## config.mk

```make
export PLATFORM = sky130hd
export DESIGN_NAME = siggen_wave_pwm
export DESIGN_NICKNAME = d
export VERILOG_FILES = /design/src/rtl/siggen_wave_pwm.sv
export SDC_FILE = /design/constraint.sdc
export NUM_CORES = 1
export LEC_CHECK = 0
export ABC_AREA = 1
export CAP_MARGIN = 30
export CORE_MARGIN = 8
export CORE_UTILIZATION = 50
export CTS_CLUSTER_SIZE = 10
export DETAILED_ROUTE_END_ITERATION = 10
export GPL_ROUTABILITY_DRIVEN = 0
export GPL_TIMING_DRIVEN = 0
export PLACE_DENSITY = 0.8
export SLEW_MARGIN = 20
export SYNTH_ARGS = -nofsm -noshare
export SYNTH_HDL_FRONTEND = slang
export SYNTH_SLANG_ARGS = --single-unit
```

## constraint.sdc

```tcl
create_clock -name clk -period 2.1 [get_ports clk]
set_input_delay 0.315 -clock clk [delete_from_list [all_inputs] [get_ports clk]]
set_output_delay 0.315 -clock clk [all_outputs]
set_load 0.05 [all_outputs]
```

## src/rtl/siggen_wave_pwm.sv

```systemverilog
// Phase-accumulator waveform synthesis (square/saw/triangle/off) feeding a
// PWM modulator; new samples load once per PWM frame so shape changes are glitch-free.
module siggen_wave_pwm #(
    parameter int ACC_W = 16,
    parameter int PWM_W = 8,
    parameter int FW_W  = 8
) (
    input  logic             clk,
    input  logic             rst,
    input  logic [FW_W-1:0]  freq_word,
    input  logic [1:0]       wave_sel,
    output logic             pwm_out,
    output logic [PWM_W-1:0] sample,
    output logic             sample_tick
);

    localparam logic [1:0] SEL_SQUARE = 2'b00;
    localparam logic [1:0] SEL_SAW    = 2'b01;
    localparam logic [1:0] SEL_TRI    = 2'b10;
    localparam logic [1:0] SEL_OFF    = 2'b11;
    localparam logic [PWM_W-1:0] CNT_MAX = '1;

    logic [PWM_W-1:0] pwm_cnt;
    logic [ACC_W-1:0] phase;
    logic [1:0]       sel_q;
    logic [PWM_W-1:0] duty;
    logic [PWM_W-1:0] shape_val;
    logic [PWM_W-1:0] p;
    logic [PWM_W-1:0] p_doubled;
    logic             wrap;

    assign p         = phase[ACC_W-1 -: PWM_W];
    assign p_doubled = {p[PWM_W-2:0], 1'b0};
    assign wrap      = (pwm_cnt == CNT_MAX);
    assign sample    = duty;

    // Triangle: rising half doubles p, falling half is its complement so the
    // peak reads ..., 254, 255, 253, ... with no repeated value.
    always_comb begin
        shape_val = '0;
        case (wave_sel)
            SEL_SQUARE: shape_val = p[PWM_W-1] ? CNT_MAX : '0;
            SEL_SAW:    shape_val = p;
            SEL_TRI:    shape_val = p[PWM_W-1] ? ~p_doubled : p_doubled;
            default:    shape_val = '0;
        endcase
    end

    always_ff @(posedge clk or posedge rst) begin
        if (rst) begin
            pwm_cnt     <= '0;
            phase       <= '0;
            sel_q       <= SEL_OFF;
            duty        <= '0;
            pwm_out     <= 1'b0;
            sample_tick <= 1'b0;
        end else begin
            pwm_cnt     <= pwm_cnt + 1'b1;
            sample_tick <= wrap;
            // Compare uses the pre-edge count and duty, so the output lags by one cycle.
            pwm_out     <= (sel_q != SEL_OFF) && (pwm_cnt < duty);
            if (wrap) begin
                sel_q <= wave_sel;
                duty  <= shape_val;
                if (wave_sel == SEL_OFF)
                    phase <= '0;
                else
                    phase <= phase + ACC_W'(freq_word);
            end
        end
    end

endmodule
```

After elaboration in Yosys (flattened, before gate mapping)
Index checks and enable logic that the tools add are counted.
Widths: inputs -> output; s select.

operators by class
  reduce and logical (&&, ||, !) cells = 2
  mux-type cells = 4
  bitwise logic cells = 1
  equality and inequality tests = 5
  add/subtract/negate cells = 2
  order comparisons = 1

operators by type and width
  cell                 number
  $pmux 8 s3           1
  $add 16x8->16        1
  $mux 16              1
  $mux 8               2
  $add 8x1->8 const B  1
  $eq 8x8->1 const B   1
  $lt 8x8->1           1
  $not 8->8            1
  $eq 2x2->1 const B   2
  $eq 2x1->1 const B   1
  $logic_not 2->1      1
  $ne 2x2->1 const B   1
  $logic_and 1x1->1    1

storage, ports and cells
  output and inout port bits = 10
  word-level logic and storage cells = 21
  input port bits = 12
  bits in registers = 36

Depth between registers and ports, before layout
Gate-level depths: netlist of run 1.

  depth in word-level cells = 3
  depth in mapped cells = 10

Worst setup path after synthesis of run 1
No wires, ideal clock.

  kind = reg-to-reg
  start point = register phase[0]
  end point = register phase[12]
  cell stages (with the launch flop) = 11
  data arrival time = 1.549 ns
  period minus slack after synthesis = 1.620 ns
  library setup time = 0.071 ns
  path slack = 0.480 ns
  path through = dfrtp_1 > ha_1 > inv_1 > fa_1 > nor2_1 > nor2_1 > o21ai_2 > nand3_1 > nand2_1 > inv_1 > nor2_1

on the way
  cells in the longest elaborated chain, start to end = 2

RTL lines
  item                      line  text
  start: declaration        24    logic [ACC_W-1:0] phase;
  start signal: assignment  68    phase <= phase + ACC_W'(freq_word);
  $add 16x8->16             68
  $mux 16                   65    if (wave_sel == SEL_OFF)

Every way passes these cells.
A chain may end at the register's enable or synchronous reset.

Worst setup path in the final report of run 1
  start point = input port freq_word[0]
  end point = register phase[12]

on the way
  cells in the longest elaborated chain, start to end = 2

RTL lines
  item                line  text
  start: declaration  10    input logic [FW_W-1:0] freq_word,
  $add 16x8->16       68
  $mux 16             65

Every way passes these cells.

==> results of run 1 <==
-- repair_timing --
item                                    in CTS  in global routing
endpoints found under the setup margin       0                  1
resized for setup                            0                  1
hold buffers                                 0                  0
buffers inserted                             0                  1
endpoints found under the hold margin        0                  0
-- area by class of cell --
cell class | instances | area, sq um
plain buffers | 8 | 77.6
clock buffers | 6 | 72.6
clock inverters | 2 | 35.0
fillers | 403 | 1870
inverters | 38 | 145
multi-input cells | 228 | 1270
flip-flops and latches | 36 | 903
well taps | 54 | 67.6
repair buffers | 22 | 218
-- final timing paths --
path,endpoint,slack (ps),cells past startpoint
min in group clk,pwm_cnt[0]$_DFF_PP0_,490,1
worst max register to register,phase[12]$_DFFE_PP0P_,310,10
max in group asynchronous,phase[7]$_DFFE_PP0P_,1180,2
worst max-delay path,phase[12]$_DFFE_PP0P_,180,11
worst min register to register,pwm_cnt[0]$_DFF_PP0_,490,1
worst min-delay path,phase[5]$_DFFE_PP0P_,450,2
-- stage by stage --
step	area [sq um]	setup TNS [ps]	util, %
2_1_floorplan	2400	0	-
3_3_place_gp	2670	-533	57.4
3_5_place_dp	2670	-480	57.4
4_1_cts	2780	0	59.7
5_1_grt	2790	0	59.9
6_report	2790	0	59.9
-- registers in the layout, indices dropped and copies added, names as in the netlist --
signal,flops
phase,16
sample,8
pwm_cnt,8
pwm_out,1
sample_tick,1
sel_q,2
-- worst max-delay path: stages --
cell             delay [ps]
clkdlybuf4s50_1         470
ha_1                    200
inv_1                    70
fa_2                    370
nor2_1                  120
nor2_1                   80
o21ai_2                 240
nand3_1                 100
nand2_1                  70
inv_1                    40
nor2_1                   90
-- cell usage after synthesis (all sizes together) --
library cell,instances
dfstp,2
xor2,9
nand4,2
a22o,1
nand3,35
inv,38
nand2,95
ha,16
nor3b,1
nor3,4
a31oi,1
nand3b,2
a21boi,1
clkbuf,1
o21a,1
xnor2,3
and3,1
o22ai,2
nor2,24
fa,1
dfrtp,34
or2,3
a21oi,12
buf,7
o21ai,14
-- layer usage --
metal  up-vias  part of all wire [%]  global-route usage [%]
li1       1051                     -                       -
met1       949                    47                    18.8
met2        33                    47                    26.5
met3         8                   4.1                    3.38
met4         0                   1.7                    6.31
met5         -                     0                       0
-- where the power goes --
group          total (W)  switching [W]  internal [W]
logic           0.000116      0.0000685     0.0000477
clock network   0.000616       0.000264      0.000352
registers       0.000693              0      0.000693
total            0.00143       0.000332       0.00109
-- cells by family (layout without fill, tap and decap cells) --
logic type / Yosys count / count (layout) / synth area share, %
xor gates and xnor gates: 12 / 12 / 4.39
DFF: 36 / 36 / 37.7
and+or+nand+nor: 167 / 167 / 31.0
adders and majority gates: 17 / 17 / 9.19
AOI/OAI and AO/OA: 32 / 32 / 8.46
buffers and inverters: 46 / 76 / 9.29
==> impl_metrics.toml, run 1 <==
[logic_synthesis]
yosysWarnings = 0
yosysTopAreaCell = "dfrtp_1"
synth.ff_latch_count = 36
avgSynthCellArea_sq_um = 7.73
synthTopCellsByArea = "dfrtp_1, nand2_1, ha_1, nand3_1, inv_1"
syn_nets = 339
ys_types = 36
syn_area_sq_um = 2400
netlist.area_leader.share_pct = 35.5
yosysSeqAreaShare_pct = 37.7
synthCells = 310

[global_routing]
grt_max_degree = 37
first_global_vias = 2056
grt_pass1_wl_microns = 9160
antenna_found_initial = 0
overflow = 0
grtUsageTotal_pct = 15.7

[floorplan]
fp.dieArea_sq_um = 7260
start_util_pct = 51.4
pin_count = 22
placementRows = 25
die_width_microns = 85.2
dieHeight_microns = 85.2
core-area_sq_um = 4660

[cts]
cts-buffers-inserted = 5
clk_path_buf_depth = 2
tritoncts = "done"
clk_latency_ps = 300
cts_root_buf = "clkbuf_8"
cts_sinks = 36
cts.clk_slew.worst_paths_ps = 70
htree_levels = 2

[placement]
pre_cts_slack_ps = -165
detailed_place_hpwl_microns = 3840
place_inst = 385
port_buffers = 21

[worst_setup_path]
cp-end-kind = "flop"
crit_path_start = "freq_word[0]"
cp.required_ps = 2330
r2r-start = "phase[0]$_DFFE_PP0P_"
cp_max_fo = 4
start_kind = "input pin"
crit_type = "input pin to flop"
arrival_ps = 2160

[timing]
rsz0062_at_grt = "false"
max_slew_margin_pct = 51.5
tightest_slew_ps = 727
clock_skew_ps = 5.82
holdWs_ps = 446
min_period_ps = 1920
hold_viol = 0
worst_slack_ps = 178
finalCritPeriodShare_pct = 91.5
setup_viol = 0
slew_viol_final = 0
fmax_ghz = 0.520

[final_layout]
area_growth_pct = 16.5
antenna_cells = 0
drive_above_1_share_pct = 10.0
final_cell_mix = "nand2_1, inv_1, nand3_1, dfrtp_1"
final_common_cell = "nand2_1"
layout.cells.non_filler = 394
nets = 368

[routing]
antenna_left = 0
drtIter0Drc = 92
dr.pass1.iters = 4
dr_total_vias = 2041
postRouteWirelength_microns = 5100
drcViolationCount = 0
drt-vias-per-instance = 5.18
wl_per_cell_microns = 13.0

[pwr]
p_total_w = 0.00143
p_leak_nw = 1.47
vdd_ir_drop_max_v = 0.000232
power_per_cell_area_nw_per_um2 = 511

[status]
status = "completed"

[hold_path]
hp-class = "input pin to asynchronous set/reset pin"

[flow_run]
drv_cap = 0
Power figures use the tool's default switching activity.
==> inputs of run 2 (changes only) <==
==> constraint.sdc (replaced) <==
create_clock -name clk -period 2.1 [get_ports clk]
set_input_delay 0.21 -clock clk [delete_from_list [all_inputs] [get_ports clk]]
set_output_delay 0.21 -clock clk [all_outputs]
set_load 0.05 [all_outputs]
==> run 2 against run 1 <==
Compared with the run above: combinational power barely moved; core utilization is 0.21 points lower; wire length fell by 0.37%; via count is 0.49% higher; clock power is essentially flat; sequential share of layout area increased by 0.12 points; critical endpoint unchanged.
==> impl_metrics.toml, run 2 (same netlist as run 1, synthesis figures left out) <==
[status]
status = "completed"

[worst_setup_path]
worstSetupEndpoint = "phase[12]$_DFFE_PP0P_"
start_kind = "input pin"
r2r_setup_slack_ps = 220
path_cells = "clkdlybuf4s50_1 -> ha_1 -> inv_1 -> fa_1 -> nor2_1 -> nor2_1 -> o21ai_2 -> nand4_1 -> nand2_1 -> nor2_1"
crit_type = "input pin to flop"
worstReg2RegEnd = "phase[12]$_DFFE_PP0P_"
crit_path_start = "freq_word[0]"
r2r_cells = 9
cp.required_ps = 2300
path_depth = 10
cp_max_fo = 4
crit_slowest_cell = "clkdlybuf4s50_1"
max_stage_delay_ps = 470
r2r-start = "phase[0]$_DFFE_PP0P_"
path_buf_inv = 2
cpLargestDelayFamily = "adder cells"
cp-end-kind = "flop"
crit_top_cell = "nor2_1"
arrival_ps = 2100

[floorplan]
core-area_sq_um = 4660
die_width_microns = 85.2
fp.dieArea_sq_um = 7260
start_util_pct = 51.4
dieHeight_microns = 85.2
pin_count = 22
placementRows = 25

[final_layout]
antenna_cells = 0
largest-register = "phase"
final_area_sq_um = 2780
drive_above_1_share_pct = 9.44
largest_reg_flops = 16
layout.cells.non_filler = 393
nets = 367
fillers = 406
area_growth_pct = 16.1
final_cell_mix = "nand2_1, inv_1, nand3_1, dfrtp_1"
final_common_cell = "nand2_1"

[timing]
rsz0062_at_grt = "false"
setup_viol = 0
finalCritPeriodShare_pct = 90.8
clock_skew_ps = 6.49
worst_slack_ps = 193
hold_viol = 0
tightest_slew_ps = 727
min_period_ps = 1910
fmax_ghz = 0.524
holdWs_ps = 341
max_slew_margin_pct = 51.4
slew_viol_final = 0

[cts]
htree_levels = 2
cts_root_buf = "clkbuf_8"
clk_latency_ps = 300
cts-hold-fix-buffers = 0
cts_sinks = 36
cts_setup_buffers = 0
cts_resized = 0
cts.clk_slew.worst_paths_ps = 80
clk_path_buf_depth = 2
tritoncts = "done"
cts-buffers-inserted = 5

[routing]
dr_total_vias = 2051
wl_per_cell_microns = 12.9
dr.pass1.iters = 4
drt-vias-per-instance = 5.22
drcViolationCount = 0
drtIter0Drc = 95
antenna_left = 0
postRouteWirelength_microns = 5080

[placement]
placed_cell_area_sq_um = 2670
pre_cts_slack_ps = -60.2
detailed_place_hpwl_microns = 3840
place_inst = 385
port_buffers = 21

[pwr]
vdd_ir_drop_max_v = 0.000232
p_leak_nw = 1.46
power_per_cell_area_nw_per_um2 = 511

[global_routing]
grtUsageTotal_pct = 15.7
first_global_vias = 2056
grt_pass1_wl_microns = 9160
antenna_found_initial = 0
overflow = 0
grt_max_degree = 37

[hold_path]
hp-class = "input pin to asynchronous set/reset pin"

[flow_run]
drv_cap = 0
==> run 2: cell count changes in the layout (fill, tap and decap cells not counted), sizes merged <==
cell,previous run,this run
buf,8,7
==> run 2: final cells by class <==
class | count | area (sq um) | area share (%)
Clock inverter | 2 | 35.0 | 1.26
Tap cell | 54 | 67.6 | 2.43
Clock buffer | 6 | 72.6 | 2.61
Timing Repair Buffer | 21 | 210 | 7.56
Multi-Input combinational cell | 228 | 1270 | 45.7
Sequential cell | 36 | 903 | 32.5
Inverter | 38 | 145 | 5.22
Buffer | 8 | 77.6 | 2.79
==> run 2: metrics by stage <==
| stage | util, % | power, W | TNS (ps) |
|---|---|---|---|
| floorplan | - | 0.000779 | 0 |
| global placement | 57.4 | 0.000819 | -120 |
| detailed placement | 57.4 | 0.000820 | -84.7 |
| CTS | 59.7 | 0.00143 | 0 |
| global route | 59.7 | 0.00148 | 0 |
| finish | 59.7 | 0.00142 | 0 |
==> run 2: how the worst min path moves through the flow <==
| stage | from | endpoint | slack, ps | cells after the start |
|---|---|---|---|---|
| after floorplan | wave_sel[1] | sel_q[1]$_DFFE_PP1P_ | 360 | 2 |
| after global placement | pwm_cnt[0]$_DFF_PP0_ | pwm_cnt[0]$_DFF_PP0_ | 460 | 1 |
| after detailed placement | phase[6]$_DFFE_PP0P_ | phase[6]$_DFFE_PP0P_ | 480 | 2 |
| after CTS | rst | phase[5]$_DFFE_PP0P_ | 380 | 2 |
| after global routing | rst | phase[1]$_DFFE_PP0P_ | 440 | 2 |
| final | rst | phase[5]$_DFFE_PP0P_ | 340 | 2 |
==> run 2: power breakdown <==
| group | switching [W] | leakage (nW) | internal (W) |
|---|---|---|---|
| Clock | 0.000262 | 0.0552 | 0.000352 |
| Combinational | 0.0000684 | 1.01 | 0.0000458 |
| Sequential | 0 | 0.398 | 0.000693 |
| Total | 0.000331 | 1.46 | 0.00109 |
==> run 2: per-layer routing <==
metal	wire (microns)	vias up	GRT usage [%]
li1	-	1046	-
met1	2320	949	18.8
met2	2420	48	26.5
met3	255	8	3.38
met4	89	0	6.31
met5	0	-	0
==> run 2: worst reg2reg max path: stages, from the launching register on <==
cell and delay, ps:
dfrtp_1 350, ha_1 200, inv_1 70, fa_1 440
nor2_1 140, nor2_1 80, o21ai_2 240, nand4_1 140
nand2_1 90, nor2_1 40
